$ cat src/rtl/multicycle_controller.sv
// Multi-cycle instruction sequencer: FETCH/DECODE/EXEC(/MEM), registered Z/C flags, return-stack pointer.
// Latency 3 cycles (ALU/branch/jump), 4+wait for LDM/STM; MEM stalls until mem_ack.
module multicycle_controller #(
    parameter int INSTR_W     = 19,
    parameter int STACK_DEPTH = 8,
    parameter int SP_W        = $clog2(STACK_DEPTH) + 1
) (
    input  logic               clock,
    input  logic               init_signal,
    input  logic [INSTR_W-1:0] instr,
    input  logic               zero_in,
    input  logic               carry_in,
    input  logic               mem_ack,
    output logic               ir_load,
    output logic               pc_write,
    output logic [1:0]         pc_src,
    output logic               pc_adder_b_sel,
    output logic [3:0]         alu_fn,
    output logic               alu_b_sel,
    output logic               r2_sel,
    output logic               wb_sel,
    output logic               reg_write,
    output logic               mem_read,
    output logic               mem_write,
    output logic               push,
    output logic               pop,
    output logic               flag_z,
    output logic               flag_c,
    output logic [SP_W-1:0]    stack_ptr,
    output logic               stack_err,
    output logic [2:0]         state
);

    typedef enum logic [2:0] {
        S_FETCH  = 3'd0,
        S_DECODE = 3'd1,
        S_EXEC   = 3'd2,
        S_MEM    = 3'd3
    } state_t;

    localparam logic [SP_W-1:0] LP_FULL = SP_W'(STACK_DEPTH);
    localparam logic [SP_W-1:0] LP_ONE  = SP_W'(1);

    state_t          r_state;
    state_t          w_next;
    logic            r_run;
    logic            r_flag_z;
    logic            r_flag_c;
    logic            r_stack_err;
    logic [SP_W-1:0] r_sp;

    logic [5:0] w_op;
    logic       w_is_alu, w_is_shift, w_is_ldm, w_is_stm, w_is_br;
    logic       w_is_jmp, w_is_jsr, w_is_ret;
    logic       w_br_taken, w_push_ok, w_pop_ok, w_sel_en;
    logic       w_upd_z, w_upd_c, w_fault;
    logic       w_unused_bits;

    assign w_op          = instr[INSTR_W-1 -: 6];
    assign w_unused_bits = |instr[INSTR_W-7:0];

    assign w_is_alu   = (w_op[5] == 1'b0);
    assign w_is_shift = (w_op[5:3] == 3'b110);
    assign w_is_ldm   = (w_op[5:1] == 5'b10000);
    assign w_is_stm   = (w_op[5:1] == 5'b10001);
    assign w_is_br    = (w_op[5:3] == 3'b101);
    assign w_is_jmp   = (w_op[5:1] == 5'b11100);
    assign w_is_jsr   = (w_op[5:1] == 5'b11101);
    assign w_is_ret   = (w_op == 6'b111100);

    always_comb begin
        w_br_taken = 1'b0;
        case (w_op[2:1])
            2'b00: w_br_taken = r_flag_z;
            2'b01: w_br_taken = ~r_flag_z;
            2'b10: w_br_taken = r_flag_c;
            2'b11: w_br_taken = ~r_flag_c;
            default: w_br_taken = 1'b0;
        endcase
    end

    // Stack over/underflow turns JSR/RET into a NOP rather than corrupting the pointer.
    assign w_push_ok = w_is_jsr && (r_sp != LP_FULL);
    assign w_pop_ok  = w_is_ret && (r_sp != '0);
    assign w_sel_en  = (r_state == S_EXEC) || (r_state == S_MEM);

    always_comb begin
        w_next         = r_state;
        ir_load        = 1'b0;
        pc_write       = 1'b0;
        reg_write      = 1'b0;
        mem_read       = 1'b0;
        mem_write      = 1'b0;
        push           = 1'b0;
        pop            = 1'b0;
        w_upd_z        = 1'b0;
        w_upd_c        = 1'b0;
        w_fault        = 1'b0;
        alu_fn         = 4'b0000;
        alu_b_sel      = 1'b1;
        r2_sel         = 1'b1;
        wb_sel         = 1'b1;
        pc_src         = 2'b00;
        pc_adder_b_sel = 1'b1;

        if (w_sel_en) begin
            if (w_is_alu) begin
                alu_fn    = {1'b1, w_op[3:1]};
                alu_b_sel = ~w_op[4];
            end else if (w_is_shift) begin
                alu_fn = {2'b00, w_op[2:1]};
            end
            if (w_is_stm)                pc_src = pc_src;
            if (w_is_stm)                r2_sel = 1'b0;
            if (w_is_ldm)                wb_sel = 1'b0;
            if (w_is_jmp)                pc_src = 2'b01;
            if (w_pop_ok)                pc_src = 2'b10;
            if (w_is_br && w_br_taken)   pc_adder_b_sel = 1'b0;
        end

        case (r_state)
            S_FETCH: begin
                // r_run keeps the first post-reset cycle idle so ir_load only rises after release.
                if (r_run) begin
                    ir_load = 1'b1;
                    w_next  = S_DECODE;
                end
            end
            S_DECODE: w_next = S_EXEC;
            S_EXEC: begin
                if (w_is_ldm || w_is_stm) begin
                    w_next = S_MEM;
                end else begin
                    pc_write  = 1'b1;
                    reg_write = w_is_alu || w_is_shift;
                    push      = w_push_ok;
                    pop       = w_pop_ok;
                    w_upd_z   = w_is_alu;
                    w_upd_c   = w_is_alu || w_is_shift;
                    w_fault   = (w_is_jsr && !w_push_ok) || (w_is_ret && !w_pop_ok);
                    w_next    = S_FETCH;
                end
            end
            S_MEM: begin
                mem_read  = w_is_ldm;
                mem_write = w_is_stm;
                if (mem_ack) begin
                    mem_read  = 1'b0;
                    mem_write = 1'b0;
                    mem_read  = w_is_ldm;
                    mem_write = w_is_stm;
                    pc_write  = 1'b1;
                    reg_write = w_is_ldm;
                    w_next    = S_FETCH;
                end
            end
            default: w_next = S_FETCH;
        endcase
    end

    always_ff @(posedge clock) begin
        if (!init_signal) begin
            r_state     <= S_FETCH;
            r_run       <= 1'b0;
            r_flag_z    <= 1'b0;
            r_flag_c    <= 1'b0;
            r_sp        <= '0;
            r_stack_err <= 1'b0;
        end else begin
            r_state <= w_next;
            r_run   <= 1'b1;
            if (w_upd_z) r_flag_z <= zero_in;
            if (w_upd_c) r_flag_c <= carry_in;
            if (push)
                r_sp <= r_sp + LP_ONE;
            else if (pop)
                r_sp <= r_sp - LP_ONE;
            if (w_fault) r_stack_err <= 1'b1;
        end
    end

    assign flag_z    = r_flag_z;
    assign flag_c    = r_flag_c;
    assign stack_ptr = r_sp;
    assign stack_err = r_stack_err;
    assign state     = r_state;

endmodule

$ cat config.mk
export PLATFORM = sky130hd
export DESIGN_NAME = multicycle_controller
export DESIGN_NICKNAME = d
export VERILOG_FILES = /design/src/rtl/multicycle_controller.sv
export SDC_FILE = /design/constraint.sdc
export NUM_CORES = 1
export LEC_CHECK = 0
export ABC_AREA = 1
export CAP_MARGIN = 20
export CORE_UTILIZATION = 37
export CTS_BUF_LIST = sky130_fd_sc_hd__clkbuf_8
export DETAILED_ROUTE_END_ITERATION = 7
export GPL_TIMING_DRIVEN = 0
export HOLD_SLACK_MARGIN = 0.02
export PLACE_DENSITY = 0.87
export SYNTH_ARGS = -nofsm -noshare
export SYNTH_HDL_FRONTEND = slang
export SYNTH_SLANG_ARGS = --single-unit
$ cat constraint.sdc
create_clock -name clock -period 2.1 [get_ports clock]
set_input_delay 0.42 -clock clock [delete_from_list [all_inputs] [get_ports clock]]
set_output_delay 0.42 -clock clock [all_outputs]
set_load 0.02 [all_outputs]
==> reports/results.tsv, run 1 <==
stage	metric	value	unit
outcome	status	complete, no violations	
clock_network	CTS Sinks	10	
layout	share of cells above drive strength 1	21.38	%
sta	setup ws final	105.6	ps
power_and_ir_drop	Pleak	0.5632	nW
routing	WL per Instance	11.40	microns
routing	vias after detailed routing	885	
setup_path	CP max FO	5	
setup_path	Worst EP required	1680	ps
layout	fin util	62.25	%
setup_path	CP cell instances	clkdlybuf4s50_1 -> nand3b_1 -> nor2_4 -> nand3_4 -> inv_1 -> buf_2	
placed_design	pre-CTS setup slack	-581.2	ps
logic_synthesis	Yosys top cell area share	25.32	%
global_route	total gr overflow	0	
sta	Final Cycle Share	94.97	%
setup_path	Crit path largest cell delay	410	ps
logic_synthesis	Yosys top cell by area	dfxtp_1	
setup_path	Worst EP arrival	1570	ps
routing	drt via density	4.758	
layout	Synth-to-Final Area Change	56.01	%
power_and_ir_drop	Internal	401.4	uW
global_route	vias in the first global route	812	
sta	RSZ-0062 raised after global routing	no	
routing	drt total wl	2.121	mm
logic_synthesis	post-synthesis sequential area ratio	25.32	%
sta	Slew Viols, Final	0	
logic_synthesis	Yosys reg bits	10	
global_route	Total GRT Usage	20.18	%
clock_network	Skew-Pair Late Insertion Delay	230	ps
power_and_ir_drop	Worst VDD drop	0.0006976	V
global_route	largest net degree at the start of global routing	10	
clock_network	clk root buf	clkbuf_8	
routing	DRC	0	
setup_path	Worst path top cell family by delay	buffers and inverters	
sta	endpoints failing setup	0	
logic_synthesis	count leader, synth	nand2_1	
sta	Max Clock Freq	501.4	MHz
clock_network	TritonCTS buffer count	3	
logic_synthesis	syn_nets	147	
power_and_ir_drop	Power Dens Cells	440.9	mW/mm^2
logic_synthesis	YS warnings	0	
floorplan	full die area	0.002326	sq mm
logic_synthesis	largest cells by area after synthesis	dfxtp_1 (25%), nand2_1 (11%), inv_1 (8.1%), nor2_1 (7.1%), nand3_1 (5.7%)	
placed_design	Post-DP HPWL	1.702	mm
routing	DRT iter0 DRCs	5	
sta	Hold Violations, Final	0	
clock_network	H-tree depth	1	
setup_path	Crit-path slowest cell	clkdlybuf4s50_1	
placed_design	gp weighted congestion	0.8604	
floorplan	Die H	48.23	microns
power_and_ir_drop	total power	543.9	uW
logic_synthesis	Async S/R FF share, synth	0	%
setup_path	crit path launch type	primary input	
setup_path	r2r setup slk	150	ps
clock_network	CTS tree	done	
setup_path	critical path class	primary input to primary output	
power_and_ir_drop	switching power	142.5	uW
logic_synthesis	EDFF count, synth	0	
clock_network	clock-pin slew on the worst setup and hold paths	50	ps
power_and_ir_drop	Clk pwr share	44.2	%
run	max cap viols	0	
logic_synthesis	Synth cell types	29	
power_and_ir_drop	Sw Share	26.19	%
floorplan	Core Region	0.001982	sq mm
layout	post-route cell area	0.001234	sq mm
clock_network	setup repair bufs after CTS	0	
sta	WHS	468.3	ps
floorplan	Ports	51	
worst_hold_path	worst hold path class	flip-flop to flip-flop	
placed_design	port bufs	35	
routing	antenna-violating nets left	0	
clock_network	post-cts hold buffer count	0	
routing	1st-pass router iterations	4	
logic_synthesis	cell count after synthesis	120	
layout	Antenna Cells	0	
power_and_ir_drop	sequential share of power	36.6	%
layout	Nets	187	
power_and_ir_drop	Combinational Power Share	19.2	%
sta	Final min period	1994	ps
setup_path	CP endpoint kind	primary output	
logic_synthesis	Mapped Area	790.8	sq um
global_route	initial antenna violation count	0	
global_route	first-pass GRT wire length	3.298	mm
logic_synthesis	syn avg cell area	6.590	sq um
floorplan	Starting Density	39.90	%
logic_synthesis	top_reg_cell synth	dfxtp_1	
logic_synthesis	synth cell count leaders	nand2_1 (24), inv_1 (17), nor2_1 (15)	
floorplan	row count	16	
floorplan	chip width	48.23	microns
sta	Clock Skews	4.634	ps
placed_design	placed cell area	0.001175	sq mm
clock_network	Clock Tree Buf Depth	2	
setup_path	WP buf/inv	3	
-- timing repair --
item / CTS / global route
endpoints found under the setup margin: 19 / 11
pin swaps: 1 / 1
resized for setup: 36 / 15
-- final cells by class --
class / instances / area, sq um
fillers: 181 / 748.2
multi-input cells: 88 / 543.0
clock buffers: 4 / 55.05
flip-flops and latches: 10 / 200.2
plain buffers: 3 / 26.28
well taps: 27 / 33.78
inverters: 19 / 71.32
repair buffers: 35 / 304.0
-- logic make-up after synthesis --
logic type / count (synthesis) / synth area share (%)
buffers and inverters: 22 / 12.03
xor gates and xnor gates: 1 / 1.108
adders and majority gates: 3 / 5.696
AOI/OAI and AO/OA: 18 / 14.40
and+or+nand+nor: 65 / 40.98
other: 1 / 0.4742
DFF: 10 / 25.32
-- worst register-to-register path, cell delays in order (launching register included) --
cell	delay, ps
dfxtp_1	330
clkbuf_4	190
nand2_1	110
a31oi_4	210
nand2_4	120
ha_1	300
nand2_1	60
nor2_1	30
nor2_1	130
nand4_1	110
nand2_1	90
nand3_1	70
nand2_1	60
nor2_1	40
-- metal layers --
metal | track usage [%] | part of all wire [%] | vias up
li1 | - | - | 462
met1 | 22.54 | 42 | 395
met2 | 38.67 | 53 | 28
met3 | 5.926 | 5.3 | 0
met4 | 1.667 | 0 | 0
met5 | 0 | 0 | -
-- path summary, 6_finish.rpt --
| path | start | endpoint | cells after the start |
|---|---|---|---|
| worst max-delay path | instr[13] | pop | 6 |
| worst min-delay path | stack_err$_SDFFE_PN0P_ | stack_err$_SDFFE_PN0P_ | 2 |
| worst min register to register | stack_err$_SDFFE_PN0P_ | stack_err$_SDFFE_PN0P_ | 2 |
| worst max register to register | state[1]$_SDFFE_PN0P_ | stack_ptr[3]$_SDFFE_PN0P_ | 13 |
-- state kept, by name, indices dropped and copies added (netlist names) --
register   cells
r_run          1
stack_err      1
stack_ptr      4
flag_c         1
state          2
flag_z         1
-- power groups by stage --
stage | sequential, mW | clock, mW | combinational, mW
floorplan | 0.207 | 0 | 0.0507
global placement | 0.203 | 0 | 0.101
detailed placement | 0.203 | 0 | 0.103
CTS | 0.199 | 0.246 | 0.103
global route | 0.200 | 0.254 | 0.113
finish | 0.199 | 0.240 | 0.104
-- layout by cell type (no fill, tap or decap), drive strengths merged --
cell and count:
nand4 3, o21ai 5, a31oi 3, dlymetal6s2s 1, buf 5, nand3b 1, fa 1, clkdlybuf4s15 1
nand3 11, nor3b 1, dlygate4sd2 12, ha 2, or2 1, xor2 1, clkdlybuf4s50 14, inv 19
dfxtp 10, clkbuf 9, nand2 28, conb 1, nor2 19, o31ai 1, nor3 1, a21oi 9
-- through the flow --
| step | instances | setup TNS (ps) |
|---|---|---|
| after detailed placement | 182 | -6807 |
| after CTS | 186 | 0 |
| after floorplan | 120 | 0 |
| final | 186 | 0 |
| after global placement | 182 | -6400 |
| after global routing | 186 | 0 |
Power figures use the tool's default switching activity.
==> run 2, diff against run 1 <==
Settings changed: CORE_UTILIZATION 37 to 60, DONT_BUFFER_PORTS set to 1, PLACE_DENSITY 0.87 to 0.81.
==> reports/results.tsv, run 2 (synthesis gave the netlist of run 1 again) <==
stage	metric	value	unit
routing	vias after detailed routing	772	
routing	1st-pass router iterations	6	
routing	drt total wl	1.853	mm
power_and_ir_drop	Pleak	0.3933	nW
routing	WL per Instance	13.33	microns
sta	Slew Viols, Final	0	
floorplan	Ports	51	
layout	Synth-to-Final Area Change	14.72	%
setup_path	worst reg-to-reg path cell count	13	
layout	most common cell after layout, fill and taps aside	nand2_1	
power_and_ir_drop	Worst VDD drop	0.0004599	V
routing	antenna-violating nets left	0	
sta	Final min period	1996	ps
setup_path	crit path launch type	flip-flop	
clock_network	clk root buf	clkbuf_8	
placed_design	port bufs	0	
global_route	initial antenna violation count	0	
layout	share of cells above drive strength 1	21.60	%
clock_network	TritonCTS buffer count	3	
sta	Worst Tran Pin Value	698.2	ps
placed_design	placed cell area	808.3	sq um
power_and_ir_drop	Clk pwr share	46.8	%
global_route	total gr overflow	0	
floorplan	Starting Density	67.52	%
clock_network	CTS tree	done	
sta	Max Clock Freq	501.0	MHz
sta	endpoints failing setup	0	
routing	drt via density	5.554	
placed_design	Post-DP HPWL	1.394	mm
power_and_ir_drop	switching power	129.2	uW
clock_network	Skew-Pair Late Insertion Delay	240	ps
clock_network	post-cts hold buffer count	0	
layout	post-route cell area	907.1	sq um
global_route	Total GRT Usage	28.91	%
outcome	status	complete, no violations	
clock_network	H-tree depth	1	
setup_path	Worst EP required	1680	ps
setup_path	CP max FO	6	
power_and_ir_drop	Combinational Power Share	12.9	%
floorplan	chip width	38.31	microns
power_and_ir_drop	Sw Share	25.40	%
sta	setup_tns	0	ps
routing	DRC	0	
sta	Hold Violations, Final	0	
layout	most frequent cells in the layout	nand2_1 (24), inv_1 (17), nor2_1 (15)	
placed_design	Cells after DPL	134	
global_route	vias in the first global route	676	
sta	worst relative slew slack	52.96	%
power_and_ir_drop	sequential share of power	40.3	%
layout	Antenna Cells	0	
clock_network	clock-pin slew on the worst setup and hold paths	50	ps
floorplan	full die area	0.001467	sq mm
clock_network	Clock Tree Buf Depth	2	
sta	Final Cycle Share	95.05	%
layout	Largest register FFs	4	
setup_path	critical path class	flip-flop to primary output	
layout	final std cells w/o fill	139	
layout	fin util	77.46	%
floorplan	Die H	38.31	microns
run	max cap viols	0	
routing	DRT iter0 DRCs	10	
global_route	first-pass GRT wire length	2.815	mm
floorplan	Core Region	0.001171	sq mm
clock_network	CTS Sinks	10	
sta	Clock Skews	3.749	ps
sta	WHS	210.1	ps
layout	Nets	153	
power_and_ir_drop	Internal	379.4	uW
global_route	largest net degree at the start of global routing	10	
setup_path	Worst EP arrival	1580	ps
power_and_ir_drop	Power Dens Cells	560.6	mW/mm^2
worst_hold_path	worst hold path class	primary input to flip-flop	
sta	RSZ-0062 raised after global routing	no	
setup_path	CP endpoint kind	primary output	
worst_hold_path	Hold Path Depth	0	
floorplan	row count	12	
placed_design	gp weighted congestion	0.7383	
## run 2: power by group through the flow
stage	clock network [mW]	logic (mW)	registers, mW
3_5_place_dp	0	0.0587	0.208
6_report	0.238	0.0654	0.205
4_1_cts	0.241	0.0635	0.205
2_1_floorplan	0	0.0507	0.207
5_1_grt	0.249	0.0716	0.205
3_3_place_gp	0	0.0572	0.207
## run 2: metrics by stage
| stage | power [mW] | worst slack, ps |
|---|---|---|
| floorplan | 0.2572 | 64.00 |
| CTS | 0.5091 | 23.58 |
| global route | 0.5255 | 8.900 |
| finish | 0.5086 | 104.0 |
| detailed placement | 0.2663 | -223.0 |
| global placement | 0.2647 | -152.8 |
## run 2: path summary, 6_finish.rpt
path                                       startpoint  slack [ps]                   endpoint
worst max-delay path            state[0]$_SDFFE_PN0P_         100                  reg_write
worst min-delay path                      init_signal         210              r_run$_DFF_P_
worst max register to register  state[1]$_SDFFE_PN0P_         150  stack_ptr[3]$_SDFFE_PN0P_
worst min register to register          r_run$_DFF_P_         530      state[0]$_SDFFE_PN0P_
## run 2: layer usage
layer	track usage, %	part of all wire [%]	up-vias
met5	0	0	-
met4	19.64	1.8	0
met3	4.070	6.4	8
met2	44.07	45	34
met1	37.36	46	338
li1	-	-	392
## run 2: final cells by class
| cell class | count | area [sq um] |
|---|---|---|
| buffer | 3 | 30.03 |
| clock buffer | 4 | 55.05 |
| fill | 94 | 264.0 |
| inverter | 19 | 71.32 |
| multi-input combinational | 88 | 521.8 |
| sequential | 10 | 203.9 |
| tap | 14 | 17.52 |
| timing repair buffer | 1 | 7.507 |
## run 2: critical path: stages, from the launching register on
cell and delay, ps:
dfxtp_1 550, inv_2 90, nand2_1 140, inv_1 160, nand2_1 130, o21ai_0 280
## run 2: repair_timing
item | CTS | global route
gates cloned | 0 | 0
endpoints found under the setup margin | 4 | 1
resized for setup | 4 | 4
setup buffers | 1 | 0
